==> config.mk <==
export PLATFORM = sky130hd
export DESIGN_NAME = decode_regread_flat
export DESIGN_NICKNAME = d
export VERILOG_FILES = /design/src/rtl/decode_regread_pkg.sv /design/src/rtl/decode_regread_if.sv /design/src/rtl/decode_regread_reg_file.sv /design/src/rtl/decode_regread.sv /design/src/flat_wrapper.sv
export SDC_FILE = /design/constraint.sdc
export NUM_CORES = 1
export LEC_CHECK = 0
export CORE_UTILIZATION = 60
export DETAILED_ROUTE_END_ITERATION = 8
export PLACE_DENSITY = 0.8
export SLEW_MARGIN = 10
export SYNTH_ARGS = -nofsm -noshare
export SYNTH_HDL_FRONTEND = slang
export SYNTH_SLANG_ARGS = --single-unit
==> constraint.sdc <==
create_clock -name CLK -period 4 [get_ports CLK]
set_input_delay 0.8 -clock CLK [delete_from_list [all_inputs] [get_ports CLK]]
set_output_delay 0.8 -clock CLK [all_outputs]
set_load 0.02 [all_outputs]
==> src/rtl/decode_regread_pkg.sv <==
// Shared CPU decode definitions: widths, instruction field positions,
// immediate class encodings and the decode stage state encoding.
package cpu_pkg;

   localparam int DATA_W = 16;
   localparam int NREGS  = 8;
   localparam int ADDR_W = 3;
   localparam int OPC_W  = 5;

   // Immediate class, taken from the top two opcode bits
   localparam logic [1:0] CLS_R = 2'b00;
   localparam logic [1:0] CLS_I = 2'b01;
   localparam logic [1:0] CLS_J = 2'b10;
   localparam logic [1:0] CLS_U = 2'b11;

   // Instruction field bit positions
   localparam int OPC_LSB   = 0;
   localparam int OPC_MSB   = 4;
   localparam int RD_LSB    = 5;
   localparam int RD_MSB    = 7;
   localparam int RS1_LSB   = 8;
   localparam int RS1_MSB   = 10;
   localparam int RS2_LSB   = 11;
   localparam int RS2_MSB   = 13;
   localparam int CLS_LSB   = 3;
   localparam int CLS_MSB   = 4;
   localparam int IMM_I_LSB = 11;
   localparam int IMM_J_LSB = 5;
   localparam int IMM_U_LSB = 8;

   typedef enum logic [1:0] {
      S_IDLE   = 2'd0,
      S_DECODE = 2'd1,
      S_VALID  = 2'd2
   } dec_state_e;

   // Everything the stage presents to execute, latched together in DECODE
   typedef struct packed {
      logic [DATA_W-1:0] a;
      logic [DATA_W-1:0] b;
      logic [DATA_W-1:0] imm;
      logic [ADDR_W-1:0] rd;
      logic [OPC_W-1:0]  opc;
   } dec_out_t;

endpackage

==> src/rtl/decode_regread_if.sv <==
// Fetch/execute/writeback facing signals of the decode stage.
// master = the surrounding pipeline, slave = the decode stage.
interface decode_regread_if;
   import cpu_pkg::*;

   logic [DATA_W-1:0] IRIn;
   logic              IRValid;
   logic              Busy;
   logic              DecValid;
   logic              DecAck;
   logic [DATA_W-1:0] A;
   logic [DATA_W-1:0] B;
   logic [DATA_W-1:0] Imm;
   logic [ADDR_W-1:0] Rd;
   logic [OPC_W-1:0]  Opcode;
   logic              RegWrite;
   logic [ADDR_W-1:0] WriteAddr;
   logic [DATA_W-1:0] WriteData;

   modport master (
      output IRIn, IRValid, DecAck, RegWrite, WriteAddr, WriteData,
      input  Busy, DecValid, A, B, Imm, Rd, Opcode
   );

   modport slave (
      input  IRIn, IRValid, DecAck, RegWrite, WriteAddr, WriteData,
      output Busy, DecValid, A, B, Imm, Rd, Opcode
   );

endinterface

==> src/rtl/decode_regread_reg_file.sv <==
// 8x16 register file: one synchronous write port, two combinational
// read ports, register 0 reads as zero, whole array cleared on reset.
module reg_file_8x16
   import cpu_pkg::*;
#(
   parameter int DW    = DATA_W,
   parameter int NR    = NREGS,
   parameter int AW    = ADDR_W
) (
   input  logic          clk,
   input  logic          rst,
   input  logic          we,
   input  logic [AW-1:0] waddr,
   input  logic [DW-1:0] wdata,
   input  logic [AW-1:0] raddr1,
   input  logic [AW-1:0] raddr2,
   output logic [DW-1:0] rdata1,
   output logic [DW-1:0] rdata2
);

   logic [DW-1:0] mem [NR];

   // Write port; reset has priority so a write in the reset cycle is lost
   always_ff @(posedge clk) begin
      if (rst) begin
         for (int i = 0; i < NR; i++) mem[i] <= '0;
      end else if (we && (waddr != '0)) begin
         mem[waddr] <= wdata;
      end
   end

   // Read ports; x0 is forced to zero regardless of array contents
   always_comb begin
      rdata1 = (raddr1 == '0) ? '0 : mem[raddr1];
      rdata2 = (raddr2 == '0) ? '0 : mem[raddr2];
   end

endmodule

==> src/rtl/decode_regread.sv <==
// Decode / register-read stage: captures IR from fetch, extracts fields,
// builds the immediate, reads operands (with writeback bypass) and hands
// the latched result to execute under a DecValid/DecAck handshake.
module decode_regread
   import cpu_pkg::*;
(
   input  logic             CLK,
   input  logic             RST,
   decode_regread_if.slave  bus
);

   localparam logic [1:0] ST_IDLE   = S_IDLE;
   localparam logic [1:0] ST_DECODE = S_DECODE;
   localparam logic [1:0] ST_VALID  = S_VALID;

   logic [1:0]        state, state_nx;
   logic [DATA_W-1:0] ir;
   logic              accept;
   logic [ADDR_W-1:0] rs1, rs2;
   logic [DATA_W-1:0] rd1, rd2;
   logic [DATA_W-1:0] imm;
   logic              wb_hit;
   dec_out_t          dec_nx, dec_q;

   assign rs1 = ir[RS1_MSB:RS1_LSB];
   assign rs2 = ir[RS2_MSB:RS2_LSB];

   // A new word is taken from IDLE, or from VALID when the consumer drains
   // the current result in the same cycle (back-to-back, no bubble)
   assign accept = bus.IRValid &&
                   ((state == ST_IDLE) || ((state == ST_VALID) && bus.DecAck));

   // Next-state logic; DECODE always lasts exactly one cycle
   always_comb begin
      state_nx = state;
      case (state)
         ST_IDLE:   if (bus.IRValid) state_nx = ST_DECODE;
         ST_DECODE: state_nx = ST_VALID;
         ST_VALID:  if (bus.DecAck) state_nx = bus.IRValid ? ST_DECODE : ST_IDLE;
         default:   state_nx = ST_IDLE;
      endcase
   end

   // State register
   always_ff @(posedge CLK) begin
      if (RST) state <= ST_IDLE;
      else     state <= state_nx;
   end

   // Instruction register; words offered while busy are dropped
   always_ff @(posedge CLK) begin
      if (RST)         ir <= '0;
      else if (accept) ir <= bus.IRIn;
   end

   reg_file_8x16 u_rf (
      .clk    (CLK),
      .rst    (RST),
      .we     (bus.RegWrite),
      .waddr  (bus.WriteAddr),
      .wdata  (bus.WriteData),
      .raddr1 (rs1),
      .raddr2 (rs2),
      .rdata1 (rd1),
      .rdata2 (rd2)
   );

   // Immediate by class: R none, I/J sign-extended, U zero-extended
   always_comb begin
      imm = '0;
      case (ir[CLS_MSB:CLS_LSB])
         CLS_R: imm = '0;
         CLS_I: imm = {{IMM_I_LSB{ir[DATA_W-1]}}, ir[DATA_W-1:IMM_I_LSB]};
         CLS_J: imm = {{IMM_J_LSB{ir[DATA_W-1]}}, ir[DATA_W-1:IMM_J_LSB]};
         CLS_U: imm = {{IMM_U_LSB{1'b0}}, ir[DATA_W-1:IMM_U_LSB]};
         default: imm = '0;
      endcase
   end

   // Operand selection; a writeback landing in the DECODE cycle would be
   // missed by the array read, so forward it directly
   assign wb_hit = bus.RegWrite && (bus.WriteAddr != '0);

   always_comb begin
      dec_nx     = '0;
      dec_nx.a   = (wb_hit && (bus.WriteAddr == rs1)) ? bus.WriteData : rd1;
      dec_nx.b   = (wb_hit && (bus.WriteAddr == rs2)) ? bus.WriteData : rd2;
      dec_nx.imm = imm;
      dec_nx.rd  = ir[RD_MSB:RD_LSB];
      dec_nx.opc = ir[OPC_MSB:OPC_LSB];
   end

   // Output latch: loaded only in DECODE, held stable through VALID
   always_ff @(posedge CLK) begin
      if (RST)                     dec_q <= '0;
      else if (state == ST_DECODE) dec_q <= dec_nx;
   end

   assign bus.A        = dec_q.a;
   assign bus.B        = dec_q.b;
   assign bus.Imm      = dec_q.imm;
   assign bus.Rd       = dec_q.rd;
   assign bus.Opcode   = dec_q.opc;
   assign bus.DecValid = (state == ST_VALID);
   assign bus.Busy     = (state == ST_DECODE) || ((state == ST_VALID) && !bus.DecAck);

endmodule

==> src/flat_wrapper.sv <==
// flat-port wrapper written by rule: the top's interface ports become plain ports
module decode_regread_flat import cpu_pkg::*;
  (CLK, RST, bus_IRIn, bus_IRValid, bus_DecAck, bus_RegWrite, bus_WriteAddr, bus_WriteData, bus_Busy, bus_DecValid, bus_A, bus_B, bus_Imm, bus_Rd, bus_Opcode);
  decode_regread_if bus_i ();
  input  logic CLK;
  input  logic RST;
  input wire logic [$bits(bus_i.IRIn)-1:0] bus_IRIn;
  input wire logic [$bits(bus_i.IRValid)-1:0] bus_IRValid;
  input wire logic [$bits(bus_i.DecAck)-1:0] bus_DecAck;
  input wire logic [$bits(bus_i.RegWrite)-1:0] bus_RegWrite;
  input wire logic [$bits(bus_i.WriteAddr)-1:0] bus_WriteAddr;
  input wire logic [$bits(bus_i.WriteData)-1:0] bus_WriteData;
  output wire logic [$bits(bus_i.Busy)-1:0] bus_Busy;
  output wire logic [$bits(bus_i.DecValid)-1:0] bus_DecValid;
  output wire logic [$bits(bus_i.A)-1:0] bus_A;
  output wire logic [$bits(bus_i.B)-1:0] bus_B;
  output wire logic [$bits(bus_i.Imm)-1:0] bus_Imm;
  output wire logic [$bits(bus_i.Rd)-1:0] bus_Rd;
  output wire logic [$bits(bus_i.Opcode)-1:0] bus_Opcode;
  assign bus_i.IRIn = bus_IRIn;
  assign bus_i.IRValid = bus_IRValid;
  assign bus_i.DecAck = bus_DecAck;
  assign bus_i.RegWrite = bus_RegWrite;
  assign bus_i.WriteAddr = bus_WriteAddr;
  assign bus_i.WriteData = bus_WriteData;
  assign bus_Busy = bus_i.Busy;
  assign bus_DecValid = bus_i.DecValid;
  assign bus_A = bus_i.A;
  assign bus_B = bus_i.B;
  assign bus_Imm = bus_i.Imm;
  assign bus_Rd = bus_i.Rd;
  assign bus_Opcode = bus_i.Opcode;
  decode_regread u_core (.CLK(CLK), .RST(RST), .bus(bus_i));
endmodule
* Yosys cells after proc, flatten, opt, wreduce, memory -nomap -nowiden
Memories as Yosys holds them, arrays and structs flattened. A register that Yosys moved wholly into a read port is not among the register bits.
Cells that the tools add are included.
** Cells by class
- Reduce and logical (&&, ||, !) cells :: 16
- Equal/unequal tests :: 9
- Muxes and demuxes :: 21
** Operators with widths (count)
- $mux W16 :: 5
- $pmux W16 S4 :: 1
- $reduce_or A16 Y1 :: 1
- $mux W3 :: 5
- $mux W1 :: 7
- $eq A2 B2 Y1 const B :: 3
- $eq A3 B3 Y1 :: 2
- $logic_and A1 B1 Y1 :: 6
- $logic_not A3 Y1 :: 2
- $pmux W2 S3 :: 1
- $eq A2 B1 Y1 const B :: 2
- $logic_not A2 Y1 :: 2
- $mux W2 :: 2
- $ne A2 B2 Y1 const B :: 2
- $reduce_bool A3 Y1 :: 1
- $logic_or A1 B1 Y1 :: 2
- $reduce_and A2 Y1 :: 1
- $logic_not A1 Y1 :: 1
** Word-level totals
- Logic and storage cells :: 54
- Memory bits (writable) :: 128
- Flip-flop bits (word level) :: 74
- Memories kept :: 1
- Bits of input ports :: 40
- Output and inout bits :: 58
** Memories
- u_core.u_rf.mem :: depth 8, bits a word 16, read ports 2, clocked after Yosys merged registers in 2, wr ports 8, RTL line decode_regread_reg_file.sv:21 : logic [DW-1:0] mem [NR];

* Depth between registers and ports, before layout
- Word-level depth :: 7
- Depth in mapped cells :: 7
- Gate-level depth less buffers :: 5

* Cells and area by module
Synthesis repeated with hierarchy kept, for this count alone.
** Second synthesis, totals
- Cell total of the unflattened synthesis :: 830
- Area total of the unflattened synthesis :: 9317.7 µm²
** By module, submodules not included
- reg_file_8x16 :: cells each 468, seq. area each 3363.2 µm², times used 1, area an instance 6169.7 µm²
- decode_regread :: cells each 362, seq. area each 1381.3 µm², times used 1, area an instance 3148.0 µm²

* Least setup slack after synthesis
No wires, ideal clock.
- Path kind :: input -> register
- Start point :: input RST
- End point :: memory u_core.u_rf.mem[2][0] in the netlist's numbering (enable)
- Required time :: 3.666 ns
- Setup time :: 0.334 ns
- Setup slack :: 1.735 ns
- Stages on the path :: 4
- Arrival time :: 1.931 ns
- Path buffers :: 3
- Path through :: buf_1 > clkbuf_1 > clkbuf_1 > or2_2
** RTL lines
- from (decl) :: RTL line flat_wrapper.sv:6 : input logic RST;
- to (decl) :: RTL line decode_regread_reg_file.sv:21

* Worst setup path in the final report
- Start point :: register u_core.state[1]
- End point :: output bus_Busy
** On the way
- Longest elaborated chain between the ends :: 3
- Elaborated cells on any way between the ends :: 4
- Classes of those cells :: eq/ne: 2; reduce/logical: 2
** Ends and longest elaborated chain
- from (decl) :: RTL line decode_regread.sv:16 : logic [1:0] state, state_nx;
- from (signal assigned) :: RTL line decode_regread.sv:47 : else state <= state_nx;
- $eq A2 B2 Y1 :: RTL line decode_regread.sv:105 : assign bus.Busy = (state == ST_DECODE) || ((state == ST_VALID) && !bus.DecAck);
- $logic_and A1 B1 Y1 :: RTL line decode_regread.sv:105
- $logic_or A1 B1 Y1 * :: RTL line decode_regread.sv:105
- to (decl) :: RTL line flat_wrapper.sv:13 : output wire logic [$bits(bus_i.Busy)-1:0] bus_Busy;
Every way passes the cells marked *; elsewhere a longest branch is shown, timed or not.

==> out/metrics.cfg <==
[layout]
diodes = 0
area_delta_synth_final_pct = 18.1
drive_gt1_share_pct = 10.7
final_cell_count_no_fill = 1221
nets = 1026

[power]
p_per_area_mw_per_mm2 = 435
leakage_nw = 4.18
ir_worst_vdd_mv = 0.306

[placed_design]
io_buffers = 97
gp_congestion = 0.861
dp_cells = 1183
dp_hpwl_um = 17100

[worst_setup_path]
cp_max_fo = 18
start_kind = register
endpoint_kind = output pin
arrival_ps = 2360
required_ps = 3200
cpPeakStageDelay_ps = 610
crit_chain = nand2b_1 > o21ai_0 > clkdlybuf4s50_1
cp_slowest_cell = nand2b_1
worstSetupPathType = reg2out

[clock_network]
clock-root-buffer = clkbuf_16
cts_buffers = 21
clk_pin_slew_ps = 60
cts_sinks = 203
clock_latency_ps = 500
htree_levels = 1
cts_tree = yes
ctsHoldBuffers = 0
postCtsSetupBuffers = 0
cts.repair.resized = 0
max-clock-path-buffers = 3

[timing]
fmax_mhz = 317
finalSetupViolations = 0
clock_skew_ps = 13.0
setup-tns-final_ps = 0
slew_headroom_pct = 22.8
tightestPinTransition_ps = 1160
min_period_ps = 3160
finalHoldViolCount = 0
period_share_pct = 78.9
rsz0062_at_grt = no
finalMaxSlewViolations = 0

[floorplanning]
start_util_pct = 61.3
coreArea_mm2 = 0.0165
rows = 47
die_h_um = 132
dieWidth_um = 132
top_level_ports = 98
die_area_mm2 = 0.0174

[synthesis]
synth_seq_area_share_pct = 52.8
ys_seq_elements = 203
synth.cell_area_mm2 = 0.0101
synth_edf_count = 128
synth_flop_cell = edfxtp_1
yosysWarnings = 0
synthArstFlopShare_pct = 0
synth_area_per_cell_um2 = 11.2
synthTopCellsByArea = edfxtp_1 (38%), dfxtp_1 (15%), mux2i_1 (9.5%)
synth.top_cell.area_share_pct = 37.9
syn_inst = 906
yosysTopAreaCell = edfxtp_1
synth_cell_types = 53

[global_routing]
grt_pass1_vias = 7516
grt_max_degree = 54
overflow = 0
grt_pass1_wl_um = 42900
grt_usage_pct = 32.4
antenna_found_initial = 0

[route]
drc = 0
vias = 7618
first_pass_iters = 5
first_iter_violations = 668
via_per_inst = 6.24
antenna_left = 0
avgRoutedWirePerCell_um = 22.9
wl_um = 28000

[flow_run]
cap_violations = 0

[worst_hold_path]
hold_path.class = reg2reg

[run_status]
status = finished clean

## placed cells by master (no fill, tap or decap), drive strengths merged, types with 3 or more instances in the layout
cell type,n
o22ai,15
o21ai,8
clkinv,6
inv,6
clkdlybuf4s50,96
or2,8
clkbuf,26
xor2,3
a22o,15
and3,3
a211oi,19
a21oi,26
nand3,5
edfxtp,128
nor3,31
mux2,18
a22oi,17
mux2i,96
dfxtp,75
nand2b,6
a221o,32
a221oi,6
a2111oi,15
bufinv,4
nor2,36
nand2,95
buf,20
nor2b,20
conb,16
and2,130
## report_power, final
part	internal (mW)	switching (mW)	total (mW)
Sequential	2.35	0.107	2.46
Clock	1.27	0.828	2.09
Combinational	0.269	0.383	0.652
Total	3.89	1.32	5.21
## kinds of logic (layout without fill, tap and decap cells)
family | Yosys count | in the layout | synth area share (%)
and+or+nand+nor | 342 | 342 | 17.9
DFF | 203 | 203 | 52.8
AOI/OAI and AO/OA | 162 | 162 | 13.3
muxes | 115 | 115 | 11.7
buffers and inverters | 78 | 158 | 3.88
xor gates and xnor gates | 5 | 5 | 0.432
other | 1 | 16 | 0.0370
## final timing paths
kind              cells after the start  slack, ps                          from                           endpoint
setup / recovery                      3        840  u_core.state[1]$_SDFFE_PP0P_                           bus_Busy
hold / removal                        2        450     u_core.ir[0]$_SDFFE_PP0N_  u_core.bus.Opcode[0]$_SDFFE_PP0P_
setup reg to reg                      6       1700                      register      u_core.bus.A[13]$_SDFFE_PP0P_
hold reg to reg                       2        450     u_core.ir[0]$_SDFFE_PP0N_  u_core.bus.Opcode[0]$_SDFFE_PP0P_
## flip-flops by register name, summed over array words and instances (netlist names), named ones only
name,count
u_core.bus.B,16
u_core.bus.A,16
u_core.state,2
u_core.bus.Opcode,5
u_core.bus.Imm,11
u_core.ir,16
u_core.u_rf.mem,128
u_core.bus.Rd,3
## metrics by stage
| step | area, um^2 | hold slack (ps) | setup slack [ps] | util (%) | total power [mW] |
|---|---|---|---|---|---|
| finish | 12000 | 452 | 844 | 72.4 | 5.21 |
| global route | 12000 | 474 | 737 | 72.4 | 5.35 |
| CTS | 12000 | 456 | 820 | 72.4 | 5.20 |
| detailed placement | 11200 | 448 | 838 | 67.9 | 3.14 |
| global placement | 11200 | 436 | 864 | 67.9 | 3.12 |
| floorplan | 10200 | 432 | 1740 | - | 2.88 |
## layer usage
| metal | vias to the layer above | part of all wire, % | global-route usage (%) |
|---|---|---|---|
| met3 | 71 | 10 | 6.92 |
| met5 | - | 0 | 0 |
| met4 | 0 | 2.9 | 11.8 |
| li1 | 3464 | - | - |
| met1 | 3608 | 40 | 42.9 |
| met2 | 475 | 47 | 52.8 |
## final cells by class
cell class / count / area, um^2
clock inverters: 12 / 169
flip-flops and latches: 203 / 5350
repair buffers: 116 / 1110
well taps: 220 / 275
fillers: 1160 / 4560
inverters: 4 / 15.0
multi-input cells: 640 / 4480
clock buffers: 26 / 564
## critical path: cells and delay by family (launching register included)
family          cells  cell delay [ps]
buf+inv             1              600
flops               1              410
compound gates      1              250
simple gates        1              610
## synth_stat cells (2+ instances only)
master	count
a2111oi_0	6
a2111oi_2	9
a211oi_1	18
a21oi_1	26
a221o_1	32
a221oi_1	6
a22o_1	15
a22oi_1	17
and2_1	130
and3_1	3
buf_1	3
buf_2	23
buf_4	9
buf_6	5
clkbuf_1	34
dfxtp_1	75
edfxtp_1	128
inv_1	4
mux2_2	18
mux2i_1	96
nand2_1	95
nand2b_1	5
nand3_1	5
nand3b_1	2
nor2_1	36
nor2b_1	20
nor3_1	29
nor4bb_1	2
o211ai_1	2
o21ai_0	5
o21ai_1	2
o22ai_1	15
or2_2	8
xnor2_1	2
xor2_1	3
Note: power is estimated with default switching activity, not from simulation.
